===== config.mk =====
export PLATFORM = sky130hd
export DESIGN_NAME = core_memory_arbiter
export DESIGN_NICKNAME = d
export VERILOG_FILES = /design/src/rtl/core_mem_pkg.sv /design/src/rtl/core_mem_id_fifo.sv /design/src/rtl/core_memory_arbiter.sv
export SDC_FILE = /design/constraint.sdc
export NUM_CORES = 1
export LEC_CHECK = 0
export CAP_MARGIN = 20
export CORE_AREA = 4 4 120 122
export CTS_CLUSTER_SIZE = 16
export DETAILED_ROUTE_END_ITERATION = 7
export DIE_AREA = 0 0 124 126
export PLACE_DENSITY_LB_ADDON = 0.08
export SETUP_SLACK_MARGIN = 0.15
export SYNTH_ARGS = -nofsm -noshare
export SYNTH_HDL_FRONTEND = slang
export SYNTH_SLANG_ARGS = --single-unit

===== constraint.sdc =====
create_clock -name clk_i -period 2.92 [get_ports clk_i]
set_clock_uncertainty 0.05 [all_clocks]
set_input_delay 0.584 -clock clk_i [delete_from_list [all_inputs] [get_ports clk_i]]
set_output_delay 0.584 -clock clk_i [all_outputs]
set_load 0.01 [all_outputs]

===== src/rtl/core_mem_pkg.sv =====
// Shared types and helpers for the core memory bus arbiter.
// Provides ID sizing, byte-enable sizing and the round-robin pick function.
package core_mem_pkg;

    // Upper bound on ports the round-robin helper can scan.
    localparam int unsigned MAX_PORTS = 32;

    // Width of a port ID; a single port still needs one bit.
    function automatic int unsigned id_width(input int unsigned n);
        return (n > 1) ? unsigned'($clog2(n)) : 1;
    endfunction

    function automatic int unsigned be_width(input int unsigned dw);
        return dw / 8;
    endfunction

    // First requesting port strictly after 'last', wrapping at n.
    // The port at 'last' itself is checked last.
    // Returns 'last' when nothing requests.
    function automatic int unsigned rr_next(
        input logic [MAX_PORTS-1:0] req,
        input int unsigned          last,
        input int unsigned          n
    );
        int unsigned idx;
        int unsigned res;
        logic        found;
        res   = last;
        found = 1'b0;
        for (int unsigned k = 1; k <= MAX_PORTS; k++) begin
            idx = last + k;
            if (idx >= n) idx = idx - n;
            if (!found && k <= n) begin
                if (req[idx[4:0]]) begin
                    res   = idx;
                    found = 1'b1;
                end
            end
        end
        return res;
    endfunction

endpackage


===== src/rtl/core_mem_id_fifo.sv =====
// Synchronous FIFO holding the port IDs of granted, unanswered requests.
// Ports: clk_i, rst_i, push_i/data_i, pop_i, head_o, count_o, full_o, empty_o.
module core_mem_id_fifo #(
    parameter  int unsigned DEPTH = 4,
    parameter  int unsigned WIDTH = 1,
    localparam int unsigned PTR_W = (DEPTH > 1) ? $clog2(DEPTH) : 1,
    localparam int unsigned CNT_W = $clog2(DEPTH) + 1
) (
    input  logic             clk_i,
    input  logic             rst_i,
    input  logic             push_i,
    input  logic [WIDTH-1:0] data_i,
    input  logic             pop_i,
    output logic [WIDTH-1:0] head_o,
    output logic [CNT_W-1:0] count_o,
    output logic             full_o,
    output logic             empty_o
);

    logic [WIDTH-1:0] mem_q [DEPTH];
    logic [WIDTH-1:0] mem_d [DEPTH];
    logic [PTR_W-1:0] wr_q, wr_d;
    logic [PTR_W-1:0] rd_q, rd_d;
    logic [CNT_W-1:0] cnt_q, cnt_d;
    logic             do_push;
    logic             do_pop;

    function automatic logic [PTR_W-1:0] wrap_inc(input logic [PTR_W-1:0] p);
        return (p == PTR_W'(DEPTH - 1)) ? '0 : p + PTR_W'(1);
    endfunction

    always_comb begin
        full_o  = (cnt_q == CNT_W'(DEPTH));
        empty_o = (cnt_q == '0);
        head_o  = mem_q[rd_q];
        count_o = cnt_q;
        do_push = push_i & ~full_o;
        do_pop  = pop_i & ~empty_o;
        mem_d   = mem_q;
        wr_d    = wr_q;
        rd_d    = rd_q;
        cnt_d   = cnt_q;
        if (do_push) begin
            mem_d[wr_q] = data_i;
            wr_d        = wrap_inc(wr_q);
        end
        if (do_pop) begin
            rd_d = wrap_inc(rd_q);
        end
        unique case ({do_push, do_pop})
            2'b10:   cnt_d = cnt_q + CNT_W'(1);
            2'b01:   cnt_d = cnt_q - CNT_W'(1);
            default: cnt_d = cnt_q;
        endcase
    end

    always_ff @(posedge clk_i) begin
        if (rst_i) begin
            wr_q  <= '0;
            rd_q  <= '0;
            cnt_q <= '0;
        end else begin
            wr_q  <= wr_d;
            rd_q  <= rd_d;
            cnt_q <= cnt_d;
        end
    end

    // Storage needs no reset: entries are only read when count is nonzero.
    always_ff @(posedge clk_i) begin
        mem_q <= mem_d;
    end

endmodule


===== src/rtl/core_memory_arbiter.sv =====
// N-port to 1-port req/gnt/rvalid arbiter with round-robin, locking and in-order responses.
// Ports: slv_* per-port request/response, mem_* shared memory side, outstanding_o count, err_o sticky.
module core_memory_arbiter
    import core_mem_pkg::*;
#(
    parameter  int unsigned N_PORTS         = 2,
    parameter  int unsigned ADDR_WIDTH      = 32,
    parameter  int unsigned DATA_WIDTH      = 32,
    parameter  int unsigned MAX_OUTSTANDING = 4,
    localparam int unsigned BE_WIDTH        = be_width(DATA_WIDTH),
    localparam int unsigned ID_W            = id_width(N_PORTS),
    localparam int unsigned CNT_W           = $clog2(MAX_OUTSTANDING) + 1
) (
    input  logic                                 clk_i,
    input  logic                                 rst_i,
    input  logic [N_PORTS-1:0]                   slv_req_i,
    output logic [N_PORTS-1:0]                   slv_gnt_o,
    input  logic [N_PORTS-1:0][ADDR_WIDTH-1:0]   slv_addr_i,
    input  logic [N_PORTS-1:0]                   slv_we_i,
    input  logic [N_PORTS-1:0][BE_WIDTH-1:0]     slv_be_i,
    input  logic [N_PORTS-1:0][DATA_WIDTH-1:0]   slv_wdata_i,
    output logic [N_PORTS-1:0]                   slv_rvalid_o,
    output logic [N_PORTS-1:0][DATA_WIDTH-1:0]   slv_rdata_o,
    output logic                                 mem_req_o,
    input  logic                                 mem_gnt_i,
    output logic [ADDR_WIDTH-1:0]                mem_addr_o,
    output logic                                 mem_we_o,
    output logic [BE_WIDTH-1:0]                  mem_be_o,
    output logic [DATA_WIDTH-1:0]                mem_wdata_o,
    input  logic                                 mem_rvalid_i,
    input  logic [DATA_WIDTH-1:0]                mem_rdata_i,
    output logic [CNT_W-1:0]                     outstanding_o,
    output logic                                 err_o
);

    logic [ID_W-1:0] rr_q, rr_d;
    logic [ID_W-1:0] lock_sel_q, lock_sel_d;
    logic            lock_q, lock_d;
    logic            err_q, err_d;
    logic [ID_W-1:0] pick;
    logic [ID_W-1:0] sel;
    logic [ID_W-1:0] head;
    logic            hs;
    logic            pop;
    logic            full;
    logic            empty;

    core_mem_id_fifo #(
        .DEPTH (MAX_OUTSTANDING),
        .WIDTH (ID_W)
    ) u_id_fifo (
        .clk_i   (clk_i),
        .rst_i   (rst_i),
        .push_i  (hs),
        .data_i  (sel),
        .pop_i   (pop),
        .head_o  (head),
        .count_o (outstanding_o),
        .full_o  (full),
        .empty_o (empty)
    );

    always_comb begin
        pick = ID_W'(rr_next(MAX_PORTS'(slv_req_i), 32'(rr_q), N_PORTS));
        // A stalled request keeps its port so the memory side sees stable fields.
        sel  = lock_q ? lock_sel_q : pick;

        // No push while full, even if a response frees a slot this cycle.
        mem_req_o   = ~full & slv_req_i[sel];
        mem_addr_o  = slv_addr_i[sel];
        mem_we_o    = slv_we_i[sel];
        mem_be_o    = slv_be_i[sel];
        mem_wdata_o = slv_wdata_i[sel];

        hs        = mem_req_o & mem_gnt_i;
        slv_gnt_o = '0;
        if (hs) slv_gnt_o[sel] = 1'b1;

        // Stalled request locks; handshake or a dropped request unlocks.
        lock_d     = mem_req_o & ~mem_gnt_i;
        lock_sel_d = sel;
        rr_d       = hs ? sel : rr_q;

        pop          = mem_rvalid_i & ~empty;
        slv_rvalid_o = '0;
        if (pop) slv_rvalid_o[head] = 1'b1;
        for (int i = 0; i < int'(N_PORTS); i++) begin
            slv_rdata_o[i] = mem_rdata_i;
        end

        err_d = err_q | (mem_rvalid_i & empty);
        err_o = err_q;
    end

    always_ff @(posedge clk_i) begin
        if (rst_i) begin
            rr_q       <= ID_W'(N_PORTS - 1);
            lock_q     <= 1'b0;
            lock_sel_q <= '0;
            err_q      <= 1'b0;
        end else begin
            rr_q       <= rr_d;
            lock_q     <= lock_d;
            lock_sel_q <= lock_sel_d;
            err_q      <= err_d;
        end
    end

endmodule


# Word-level counts from Yosys, hierarchy flattened
# Cells that the tools add are included.
[totals]
ramBits = 0
inputBits = 176
wordCells = 89
out_inout_bits = 142
memories = 0
romBits = 0
latch_bits = 0
regBits = 15
[op_classes]
n_div = 0
n_eq_ne = 5
bitwise = 13
add_sub_neg = 8
multipliers = 0
order_cmp = 11
muxes = 36
shift = 0
reduce_logical = 5
[ops]
columns = ["operator", "n"]
rows = [
  ["32-bit 2-to-1 mux", 4],
  ["1-bit 2-to-1 mux", 16],
  ["5-bit by 6-bit < comparator with 1-bit output (second input constant)", 2],
  ["1-bit binary-select mux with 5-bit select", 2],
  ["5-bit 2-to-1 mux", 2],
  ["2-bit 2-to-1 mux", 4],
  ["4-bit 2-to-1 mux", 2],
  ["1-bit AND", 7],
  ["2-bit == test (second input constant)", 3],
  ["3-bit >= comparator (second input constant)", 2],
  ["2-bit inverter with 3-bit output", 2],
  ["3-bit case mux with 2 select lines", 1],
  ["2-bit by 1-bit adder with 2-bit output (second input constant)", 2],
  ["4-bit bitwise mux", 1],
  ["1-bit by 2-bit < comparator with 1-bit output (second input constant)", 2],
  ["3-bit by 2-bit subtractor with 4-bit output (second input constant)", 1],
  ["1-bit by 2-bit adder with 3-bit output (second input constant)", 1],
  ["3-bit by 1-bit adder with 3-bit output (second input constant)", 1],
  ["3-bit == test (second input constant)", 1],
  ["3-bit by 2-bit >= comparator with 1-bit output (second input constant)", 1],
  ["1-bit logical AND", 3],
  ["3-bit logical NOT", 1],
  ["3-bit by 1-bit < comparator with 1-bit output (second input constant)", 1],
  ["1-bit inverter", 3],
  ["other kinds (11)", 13],
]

# Logic depth before layout (Yosys ltp)
# Gate-level depths: netlist (run 1).
[depth]
ltp_word = 16
mapped_depth = 10
depth_no_buf = 9

# Modules after synthesis
# From an unflattened synthesis (run 1), not the netlist that was laid out.
[hier_totals]
cells_unflattened = 221
hier_area_um2 = 2414.8
[by_module_without_submodules]
columns = ["mod", "cells_per_inst", "n_inst", "seq_area_each_um2", "area_each_um2"]
rows = [
  ["core_memory_arbiter", 166, 1, 80.1, 1803.0],
  ["core_mem_id_fifo", 55, 1, 260.2, 611.8],
]

# Worst setup path after synthesis (run 1)
# OpenSTA, ideal clock, no wires.
[synth_timing]
path_kind = "input-to-reg"
startpoint = "in slv_req_i[0]"
endpoint = "reg u_id_fifo.cnt_q[2], in the netlist u_id_fifo.count_o[2]"
setup_time_ns = 0.071
path_stages = 10
required_time_ns = 2.799
arrival_ns = 2.448
setup_slack_ns = 0.352
path_buffers = 1
path_cell_list = "or3b_1 > o2111a_1 > buf_2 > inv_1 > ha_1 > inv_1 > fa_1 > xor2_1 > or3_1 > a21oi_1"
[synth_between]
elab_chain_len = 13
word_cells_on_any_way = 18
classes_between = "eq/ne: 2; mux: 12; bitwise: 3; reduce/logical: 1"
[synth_rtl]
columns = ["item", "line_no", "text"]
rows = [
  ["start: declaration", "core_memory_arbiter.sv:16", "input logic [N_PORTS-1:0] slv_req_i,"],
  ["1-bit binary-select mux with 5-bit select", "core_mem_pkg.sv:34", "if (req[idx[4:0]]) begin"],
  ["1-bit 2-to-1 mux (not written as such)", "core_mem_pkg.sv:34", ""],
  ["1-bit 2-to-1 mux (2 in a row)", "core_mem_pkg.sv:34", ""],
  ["1-bit 2-to-1 mux", "core_mem_pkg.sv:33", "if (!found && k <= n) begin"],
  ["1-bit 2-to-1 mux", "core_memory_arbiter.sv:66", "sel = lock_q ? lock_sel_q : pick;"],
  ["1-bit 2-to-1 mux (not written as such) (*) (2 in a row)", "core_memory_arbiter.sv:69", "mem_req_o = ~full & slv_req_i[sel];"],
  ["1-bit AND (*)", "core_memory_arbiter.sv:69", ""],
  ["1-bit AND (*)", "core_memory_arbiter.sv:75", "hs = mem_req_o & mem_gnt_i;"],
  ["1-bit AND (*)", "core_mem_id_fifo.sv:37", "do_push = push_i & ~full_o;"],
  ["2-bit by 1-bit == test with 1-bit output / 2-bit == test (equally long branches)", "core_mem_id_fifo.sv:50", "unique case ({do_push, do_pop})"],
  ["3-bit case mux with 2 select lines / 2-bit nonzero test (equally long branches)", "--", ""],
  ["end signal: assignment", "core_mem_id_fifo.sv:65", "cnt_q <= cnt_d;"],
  ["end: declaration", "core_mem_id_fifo.sv:24", "logic [CNT_W-1:0] cnt_q, cnt_d;"],
]
# Mark *: on every way between the ends. The rest lies on a longest branch, timed or not. The select of a mux whose other input is x is not followed.
# A chain may end at the register's enable or synchronous reset.

# Worst setup path in the final report (run 1)
[layout_timing]
startpoint = "in slv_req_i[0]"
endpoint = "out mem_wdata_o[5]"
[layout_between]
elab_chain_len = 8
word_cells_on_any_way = 11
classes_between = "mux: 11"
[layout_rtl]
columns = ["item", "line_no", "text"]
rows = [
  ["1-bit binary-select mux with 5-bit select", "core_mem_pkg.sv:34", ""],
  ["1-bit 2-to-1 mux (not written as such)", "core_mem_pkg.sv:34", ""],
  ["1-bit 2-to-1 mux (2 in a row)", "core_mem_pkg.sv:34", ""],
  ["1-bit 2-to-1 mux (*)", "core_mem_pkg.sv:33", ""],
  ["1-bit 2-to-1 mux (*)", "core_memory_arbiter.sv:66", ""],
  ["32-bit 2-to-1 mux (not written as such) (*) (2 in a row)", "core_memory_arbiter.sv:73", "mem_wdata_o = slv_wdata_i[sel];"],
  ["end: declaration", "core_memory_arbiter.sv:29", "output logic [DATA_WIDTH-1:0] mem_wdata_o,"],
]
# Marks and branches as above.

==> flow_summary.toml, run 1 <==
[global_route]
grt_pass1_vias = 2201
grt_pass1_wl_mm = 14.37
grt-ovfl-total = 0
antenna_found_initial = 2
track_usage_pct = 12.46
grt_max_degree = 20

[clocking]
clockRootBuffer = "clkbuf_16"
path_clk_slew_ns = 0.05
clock_sinks = 15
cts_tree = "yes"
cts_buffers = 3
clkLatencyLatePin_ns = 0.24
cts_buffer_depth = 2
ctsHtreeMaxLevel = 1

[timing]
tightestPinTransition_ns = 0.5735
slew_headroom_pct = 61.53
rsz0062_at_grt = "no"
final.setup.worst_slack_ns = 0.2504
hold_ws_ns = 0.4211
period_share_pct = 91.42
hold_viol = 0
drv_slew = 0
clock.fmax_mhz = 374.6
setup_viol = 0
period_minus_slack_ns = 2.670

[synthesis]
synth_nets = 403
synth_xor_area_share_pct = 0.7338
synth_area_per_cell_um2 = 10.85
synthCells = 220
async_flop_share_pct = 0
synth_edf_count = 4
synth_area_leaders = "mux2_4 (42%), buf_4 (20%), dfxtp_1 (9.2%)"
synthMuxAreaShare_pct = 45.60
synth_top_family_by_area = "multiplexers"
ys_seq_area_share_pct = 14.26
synth_adder_area_share_pct = 3.983
ys.flop_type = "dfxtp_1"
ys_warn_count = 0
synth_compound_area_share_pct = 3.302
synth-seq-cells = 15
yosys.area_share.simple_pct = 6.604
synth.most_common_cell = "mux2_4"
yosysUniqueCellTypes = 33
synth_area_leader_cell = "mux2_4"
yosys-top-cells-count = "mux2_4 (66), buf_4 (64), dfxtp_1 (11), nor2_1 (9)"
yosysTopAreaCellShare_pct = 41.51
synth_area_um2 = 2387

[critical_path]
cp.arrival_ns = 2.04
required_ns = 2.29
cp-end-kind = "output port"
worstSetupPathType = "input port to output port"
cp_max_fo = 9
worstSetupStartpointType = "input port"

[layout]
final_layout_size_suffix_gt1_share_pct = 35.31
multiInputGateArea_um2 = 1451
area_growth_pct = 85.48
finalNonFillerCells = 564
seqCellArea_um2 = 340.3
fillers = 1388
fin_area_um2 = 4428
n_antenna_cell = 0
finalNetCount = 572

[floorplanning]
die_w_um = 124
die_area_um2 = 15620
fp.coreArea_um2 = 13190
num_rows = 42
start_util_pct = 18.10
die_height_um = 126
ios = 318

[place]
dp.cells = 552
port_buffers = 221
dp_hpwl_mm = 9.129
place_area_um2 = 4342
pre_cts_slack_ns = -0.3175
finalWeightedCongestion = 0.7332

[detailed_routing]
wl_per_cell_um = 19.48
dr.pass1.iters = 4
via_per_inst = 3.835
detail-route-antenna-nets = 0
vias = 2163
drt_iter0_markers = 47
drc = 0
wl_mm = 10.99

[power]
p_sw_share_pct = 33.23
combPwrFrac_pct = 70.6
p_int_mw = 1.298
pwr-share-clk_pct = 13.6
p_total_mw = 1.944
power_density_nw_per_um2 = 439.0
pwr-share-seq_pct = 15.8
power.switching_uw = 646.0
irDropWorstVdd_mv = 0.1974
leakagePower_nw = 1.979

[run_status]
status = "finished, final reports clean"

[worst_hold_path]
hp-class = "register to register"

[job]
cap_viol_max_count = 0
-- cell type report --
| type | instances | area share, % |
|---|---|---|
| clock buffers | 4 | 1.780 |
| inverters | 8 | 0.6782 |
| multi-input cells | 123 | 32.78 |
| flip-flops and latches | 15 | 7.686 |
| well taps | 176 | 4.973 |
| repair buffers | 238 | 52.11 |
-- worst paths after layout --
check / start / end / slack, ns / cells after the start
worst max-delay path: slv_req_i[0] / mem_wdata_o[5] / 0.25 / 6
worst max register to register: u_id_fifo.count_o[2]$_SDFFE_PP0P_ / u_id_fifo.count_o[2]$_SDFFE_PP0P_ / 0.47 / 9
worst min register to register: err_o$_SDFF_PP0_ / err_o$_SDFF_PP0_ / 0.42 / 2
worst min-delay path: err_o$_SDFF_PP0_ / err_o$_SDFF_PP0_ / 0.42 / 2
-- power by group through the flow --
stage	Combinational [mW]	Clock (mW)	Sequential, mW
final	1.37	0.264	0.307
after global routing	1.48	0.282	0.315
after CTS	1.35	0.273	0.306
after detailed placement	1.36	0	0.310
after global placement	1.36	0	0.308
after floorplan	0.778	0	0.309
-- critical path, stage by stage --
cell	delay [ns]
dlygate4sd2_1	0.25
nand2_1	0.10
a31o_4	0.29
clkbuf_16	0.22
mux2_4	0.30
dlygate4sd2_1	0.29
-- routing by layer --
| metal | up-vias | part of all wire, % | routed length, µm | GRT usage (%) |
|---|---|---|---|---|
| met5 | - | 0.24 | 26 | 0 |
| met3 | 14 | 13 | 1381 | 6.233 |
| met1 | 967 | 33 | 3615 | 12.40 |
| met2 | 148 | 54 | 5903 | 23.51 |
| li1 | 1030 | - | - | - |
| met4 | 4 | 0.56 | 61 | 1.611 |
-- stage by stage --
| step | util [%] | TNS (ns) |
|---|---|---|
| after floorplan | - | 0 |
| final | 33.57 | 0 |
| after detailed placement | 32.92 | -18.48 |
| after CTS | 32.94 | 0 |
| after global routing | 33.57 | 0 |
| after global placement | 32.92 | -18.72 |
-- sequential cells by signal (all words and copies together) (netlist names) --
| register | cells |
|---|---|
| u_id_fifo.mem_q | 4 |
| u_id_fifo.count_o | 3 |
| u_id_fifo.rd_q | 2 |
| u_id_fifo.wr_q | 2 |
| err_o | 1 |
| lock_q | 1 |
| lock_sel_q | 1 |
| rr_q | 1 |
-- cells in the final DEF (no fill, tap or decap), types with 7 or more instances in the layout --
| master | synthesis | routed |
|---|---|---|
| buf_6 | 8 | 7 |
| clkdlybuf4s50_1 | 0 | 148 |
| nor2_1 | 9 | 9 |
| dlygate4sd2_1 | 0 | 27 |
| buf_4 | 64 | 8 |
| mux2_4 | 66 | 66 |
| dfxtp_1 | 11 | 11 |
| inv_1 | 8 | 8 |
| buf_2 | 1 | 35 |
-- timing repair --
item | 4_1_cts | 5_1_grt
pin swaps | 2 | 2
setup buffers | 3 | 0
gates resized for setup | 215 | 15
hold buffers | 0 | 0
setup endpoints to repair | 73 | 71
cloned | 3 | 2
-- logic make-up after synthesis --
kind of cell	Yosys count
compound gates	11
xor+xnor	2
fa+ha+maj	7
buf+inv	82
flops	15
mux	74
simple gates	29
(Power assumes the default switching activity.)
==> run 2: changes to the inputs <==
SLEW_MARGIN = 20   (was default)
clock period = 2.9 ns   (was 2.92 ns; I/O delays follow)
==> flow_summary.toml, run 2 (same netlist as run 1, synthesis figures left out) <==
[global_route]
grt-ovfl-total = 0
grtUsageMet2_pct = 23.80
antenna_found_initial = 1
grt_pass1_vias = 2171
grt-busiest-layer = "met2"
use_met1_pct = 11.80
track_usage_pct = 12.33
grt_pass1_wl_mm = 14.20
grt_max_degree = 20
grt_use_met3_pct = 6.323

[critical_path]
worstSetupStartpointType = "input port"
critPathLaunch = "slv_req_i[1]"
r2r_setup_slack_ns = 0.45
worstSetupPathType = "input port to output port"
rr_startpoint = "u_id_fifo.count_o[2]$_SDFFE_PP0P_"
required_ns = 2.27
cp_max_fo = 19
cp.arrival_ns = 2.11
cp-end-kind = "output port"

[detailed_routing]
drc = 0
vias = 2102
via_per_inst = 3.740
drt_iter0_markers = 56
wl_mm = 10.69
wl_per_cell_um = 19.02
detail-route-antenna-nets = 0
dr.pass1.iters = 4

[place]
dp_hpwl_mm = 9.048
finalWeightedCongestion = 0.7325
pre_cts_slack_ns = -0.3194
port_buffers = 221
dp.cells = 552

[layout]
finalNetCount = 570
largest-register = "u_id_fifo.mem_q"
post-route-util_pct = 33.66
final_common_cell = "clkdlybuf4s50_1"
n_antenna_cell = 0
final_layout_size_suffix_gt1_share_pct = 28.50
finalNonFillerCells = 562
largest_register_ff_count = 4
layout_common_cells = "clkdlybuf4s50_1 (148), mux2_4 (66), dlygate4sd2_1 (51), buf_2 (15), dfxtp_1 (11)"
area_growth_pct = 85.95

[timing]
clock.fmax_mhz = 364.8
period_share_pct = 94.53
tightestPinTransition_ns = 0.5896
slew_headroom_pct = 60.46
rsz0062_at_grt = "yes"
drv_slew = 0
final.setup.worst_slack_ns = 0.1585
hold_viol = 0
setup_viol = 0
period_minus_slack_ns = 2.741
hold_ws_ns = 0.4309
fin_tns_setup_ns = 0

[worst_hold_path]
hp-class = "register to register"
worstHoldStart = "err_o$_SDFF_PP0_"

[floorplanning]
fp.coreArea_um2 = 13190
die_w_um = 124
die_area_um2 = 15620
start_util_pct = 18.10
die_height_um = 126
ios = 318
num_rows = 42

[power]
leakagePower_nw = 1.975
power_density_nw_per_um2 = 431.8
irDropWorstVdd_mv = 0.1933

[run_status]
status = "finished, final reports clean"

[clocking]
clock_sinks = 15
cts_buffer_depth = 2
cts_hold_buf = 0
path_clk_slew_ns = 0.05
ctsHtreeMaxLevel = 1
clockRootBuffer = "clkbuf_16"
cts_tree = "yes"
clkLatencyLatePin_ns = 0.24
cts_buffers = 3

[job]
cap_viol_max_count = 0
[run 2: changes by cell type in the layout (fill, tap and decap cells not counted), moves of 2 or more]
| cell | previous run | this run |
|---|---|---|
| buf_12 | 5 | 2 |
| buf_2 | 35 | 15 |
| buf_6 | 7 | 3 |
| clkbuf_16 | 5 | 3 |
| clkdlybuf4s15_1 | 1 | 3 |
| dlygate4sd2_1 | 27 | 51 |
[run 2: final timing paths]
check             depth (start not counted)                           endpoint
setup / recovery                          6                     mem_wdata_o[2]
hold / removal                            2                   err_o$_SDFF_PP0_
setup reg to reg                          9  u_id_fifo.count_o[2]$_SDFFE_PP0P_
hold reg to reg                           2                   err_o$_SDFF_PP0_
[run 2: layout make-up]
class | count | area, µm²
fillers | 1358 | 8751
repair buffers | 236 | 2316
multi-input cells | 123 | 1454
flip-flops and latches | 15 | 340.3
well taps | 176 | 220.2
clock buffers | 4 | 78.83
inverters | 8 | 30.03
[run 2: what timing repair did]
item                                    4_1_cts  5_1_grt
hold endpoints to repair                      0        0
gates cloned                                  4        0
pin swaps                                     2        0
endpoints found under the setup margin       73       61
resized for setup                           141        4
buffers inserted                              1        1
[run 2: per-stage QoR]
step | cell area (µm²) | total power [mW]
final | 4439 | 1.917
after global routing | 4439 | 2.042
after CTS | 4422 | 1.946
after detailed placement | 4342 | 1.677
after global placement | 4342 | 1.674
after floorplan | 2387 | 1.094
[run 2: power breakdown]
group | internal, mW | leakage [nW] | switching (mW)
combinational | 0.830 | 1.81 | 0.505
clock | 0.186 | 0.0382 | 0.0855
sequential | 0.262 | 0.127 | 0.0478
total | 1.28 | 1.97 | 0.638
[run 2: layer usage]
layer  vias to the layer above  routed length, µm
li1                       1022                  -
met1                       919               3486
met2                       147               5721
met3                        12               1413
met4                         2                 53
met5                         -                 13
[run 2: worst max-delay path, cell delays in order]
cell,delay (ns)
clkdlybuf4s15_2,0.19
or2_4,0.25
a31o_4,0.29
buf_16,0.19
mux2_4,0.31
dlygate4sd2_1,0.28
==> patch, RTL diff (settings of run 1) <==
The parameter `ADDR_WIDTH` goes from 32 to 40.
--- a/src/rtl/core_memory_arbiter.sv
+++ b/src/rtl/core_memory_arbiter.sv
@@ -6,3 +6,3 @@
     parameter  int unsigned N_PORTS         = 2,
-    parameter  int unsigned ADDR_WIDTH      = 32,
+    parameter  int unsigned ADDR_WIDTH      = 40,
     parameter  int unsigned DATA_WIDTH      = 32,
Interface: changed (resized mem_addr_o and slv_addr_i); port bits go from 318 to 342. No check against the original RTL was run, so the function may have changed too.
==> patch against run 1 <==
Sequential cell count stayed put; via count up 7.2%; setup slack got worse by 0.088 ns; final area up 4.8%; routed wire length is 3.1% higher; synthesized area is 5.8% higher; critical path depth rose by 1; sequential share of layout area fell by 0.35 points; total power increased by 0.68%.
==> patch: results (changes against run 1) <==
Run status
  – Status: completed

Route
  – Initial drt markers: 63 (+34%)
  – Drt total wl: 11,300 µm (+3.1%)
  – First-pass detailed-route iteration total: 3 (-1)
  – Via count: 2,318 (+7.2%)
  – Detailed-route wire length per cell: 19.0 µm (-2.6%)

GRT
  – Vias in the first global route: 2,513 (+14%)
  – Overall Global Routing Usage: 13.1% (+0.62 points)
  – First-pass GRT wire length: 15,300 µm (+6.6%)
  – Pin count of the biggest net entering global routing: 24 (+20%)
  – Number of antenna violations at the first check in global routing: 2 (unchanged)

Synth
  – Synth Area in Adders: 3.76% (-0.22 points)
  – Distinct cells, synth: 33 (unchanged)
  – Commonest cells in the netlist: mux2_4 (76), buf_4 (64), dfxtp_1 (11), buf_6 (9), nor2_1 (9)
  – Yosys warns: 0 (unchanged)
  – Syn Inst Count: 229 (+4.1%)
  – Area contributors post-synth: mux2_4 (45%), buf_4 (19%), dfxtp_1 (8.7%)
  – Post-Synth XOR/XNOR Area: 0.693% (-0.040 points)
  – Syn Nets: 428 (+6.2%)
  – Compound-gate portion of the synthesized area: 3.12% (-0.18 points)
  – Seq/Total Area, Yosys: 13.5% (-0.78 points)
  – Asr flop ratio synth: 0% (unchanged)
  – Post-synth EDFFs: 4 (unchanged)
  – Mux cell area share after synthesis: 48.1% (+2.5 points)
  – Main flop type after synthesis: dfxtp_1

Final layout
  – Ant diodes: 0 (unchanged)
  – Number of fill cells in the layout: 1,374 (-1.0%)
  – Post-layout net count: 621 (+8.6%)
  – Number of flip-flops in the largest register: 4 (unchanged)
  – Register with the most flip-flops: u_id_fifo.mem_q
  – Layout cells sized above 1: 37.5% (+2.2 points)

Place
  – Placed Cells: 589 (+6.7%)
  – GP Congestion: 0.778 (+6.1%)
  – Buffers added on ports: 245 (+11%)
  – Detailed placement HPWL: 10000 µm (+9.5%)

Power
  – Pleak: 2.13 nW (+7.5%)
  – Max VDD drop: 0.253 mV (+28%)

Worst setup path
  – Slowest CP cell: mux2_4
  – Worst EP arrival: 2.12 ns (+0.08 ns)
  – Worst Path Max Fanout: 6 (-3)
  – Worst path max stage delay: 0.29 ns

Clock tree
  – Worst-path clk slew: 0.05 ns (about the same)
  – Max clock buf depth: 2 (unchanged)
  – Worst-skew pair later-pin latency: 0.24 ns (about the same)
  – CTS Buf Count: 3 (unchanged)
  – Root buffer cell: clkbuf_16
  – Htree depth: 1 (unchanged)

STA
  – Worst slew pin tran: 0.787 ns (+0.213 ns)

Hold path
  – Tightest Hold Check Type: flip-flop to flip-flop
-- patch: cell families (layout without fill, tap and decap cells) --
| family | after synthesis | in the layout |
|---|---|---|
| AOI/OAI and AO/OA | 11 | 11 |
| and+or+nand+nor | 29 | 29 |
| xor gates and xnor gates | 2 | 2 |
| DFF | 15 | 15 |
| buffers and inverters | 83 | 275 |
| adders and majority gates | 7 | 7 |
| muxes | 82 | 82 |
-- patch: worst max-delay path, delay by kind of cell --
kind / cells / cell delay (ns)
multiplexers: 1 / 0.29
AO/OA/AOI/OAI: 1 / 0.26
buffers and inverters: 4 / 0.73
AND/OR/NAND/NOR: 1 / 0.25
-- patch: what timing repair did --
item | CTS | global route
endpoints found under the setup margin | 81 | 51
pin swaps | 3 | 1
gates cloned | 2 | 0
buffers inserted | 2 | 0
gates resized for setup | 167 | 53
-- patch: per-layer routing --
layer | routed length, µm | vias up | GRT usage [%] | share of wire, %
li1 | - | 1108 | - | -
met1 | 4100 | 1023 | 13.8 | 36
met2 | 5570 | 172 | 23.8 | 49
met3 | 1570 | 11 | 7.00 | 14
met4 | 63 | 4 | 1.10 | 0.56
met5 | 23 | - | 0 | 0.20
-- patch: where the power goes --
group | internal, mW | switching [mW]
combinational | 0.858 | 0.528
clock | 0.183 | 0.0812
sequential | 0.261 | 0.0471
-- patch: final cells by class --
| class | instances | area, µm² | area share [%] |
|---|---|---|---|
| repair buffers | 263 | 2390 | 51.5 |
| multi-input cells | 131 | 1580 | 34.0 |
| flip-flops and latches | 15 | 340 | 7.34 |
| well taps | 176 | 220 | 4.75 |
| clock buffers | 3 | 75.1 | 1.62 |
| inverters | 8 | 30.0 | 0.647 |
| clock inverters | 1 | 5.00 | 0.108 |
-- patch: stage by stage --
stage          instance area (µm²)  hold slack [ns]  setup TNS (ns)  power [mW]  worst slack (ns)
2_1_floorplan                 2530            0.428               0        1.15             0.352
3_3_place_gp                  4760            0.427          -22.64        1.80            -0.376
3_5_place_dp                  4760            0.439          -23.13        1.81            -0.390
4_1_cts                       4900            0.451               0        2.05             0.116
5_1_grt                       4640            0.483               0        2.10             0.102
6_report                      4640            0.442               0        1.96             0.163
-- patch: path summary, 6_finish.rpt --
path                   startpoint                   end  slack, ns  cells past startpoint
max                  slv_req_i[1]           mem_be_o[1]       0.16                      7
min                         err_o                 err_o       0.44                      2
max reg2reg  u_id_fifo.count_o[0]  u_id_fifo.count_o[2]       0.51                      9
min reg2reg                 err_o                 err_o       0.44                      2
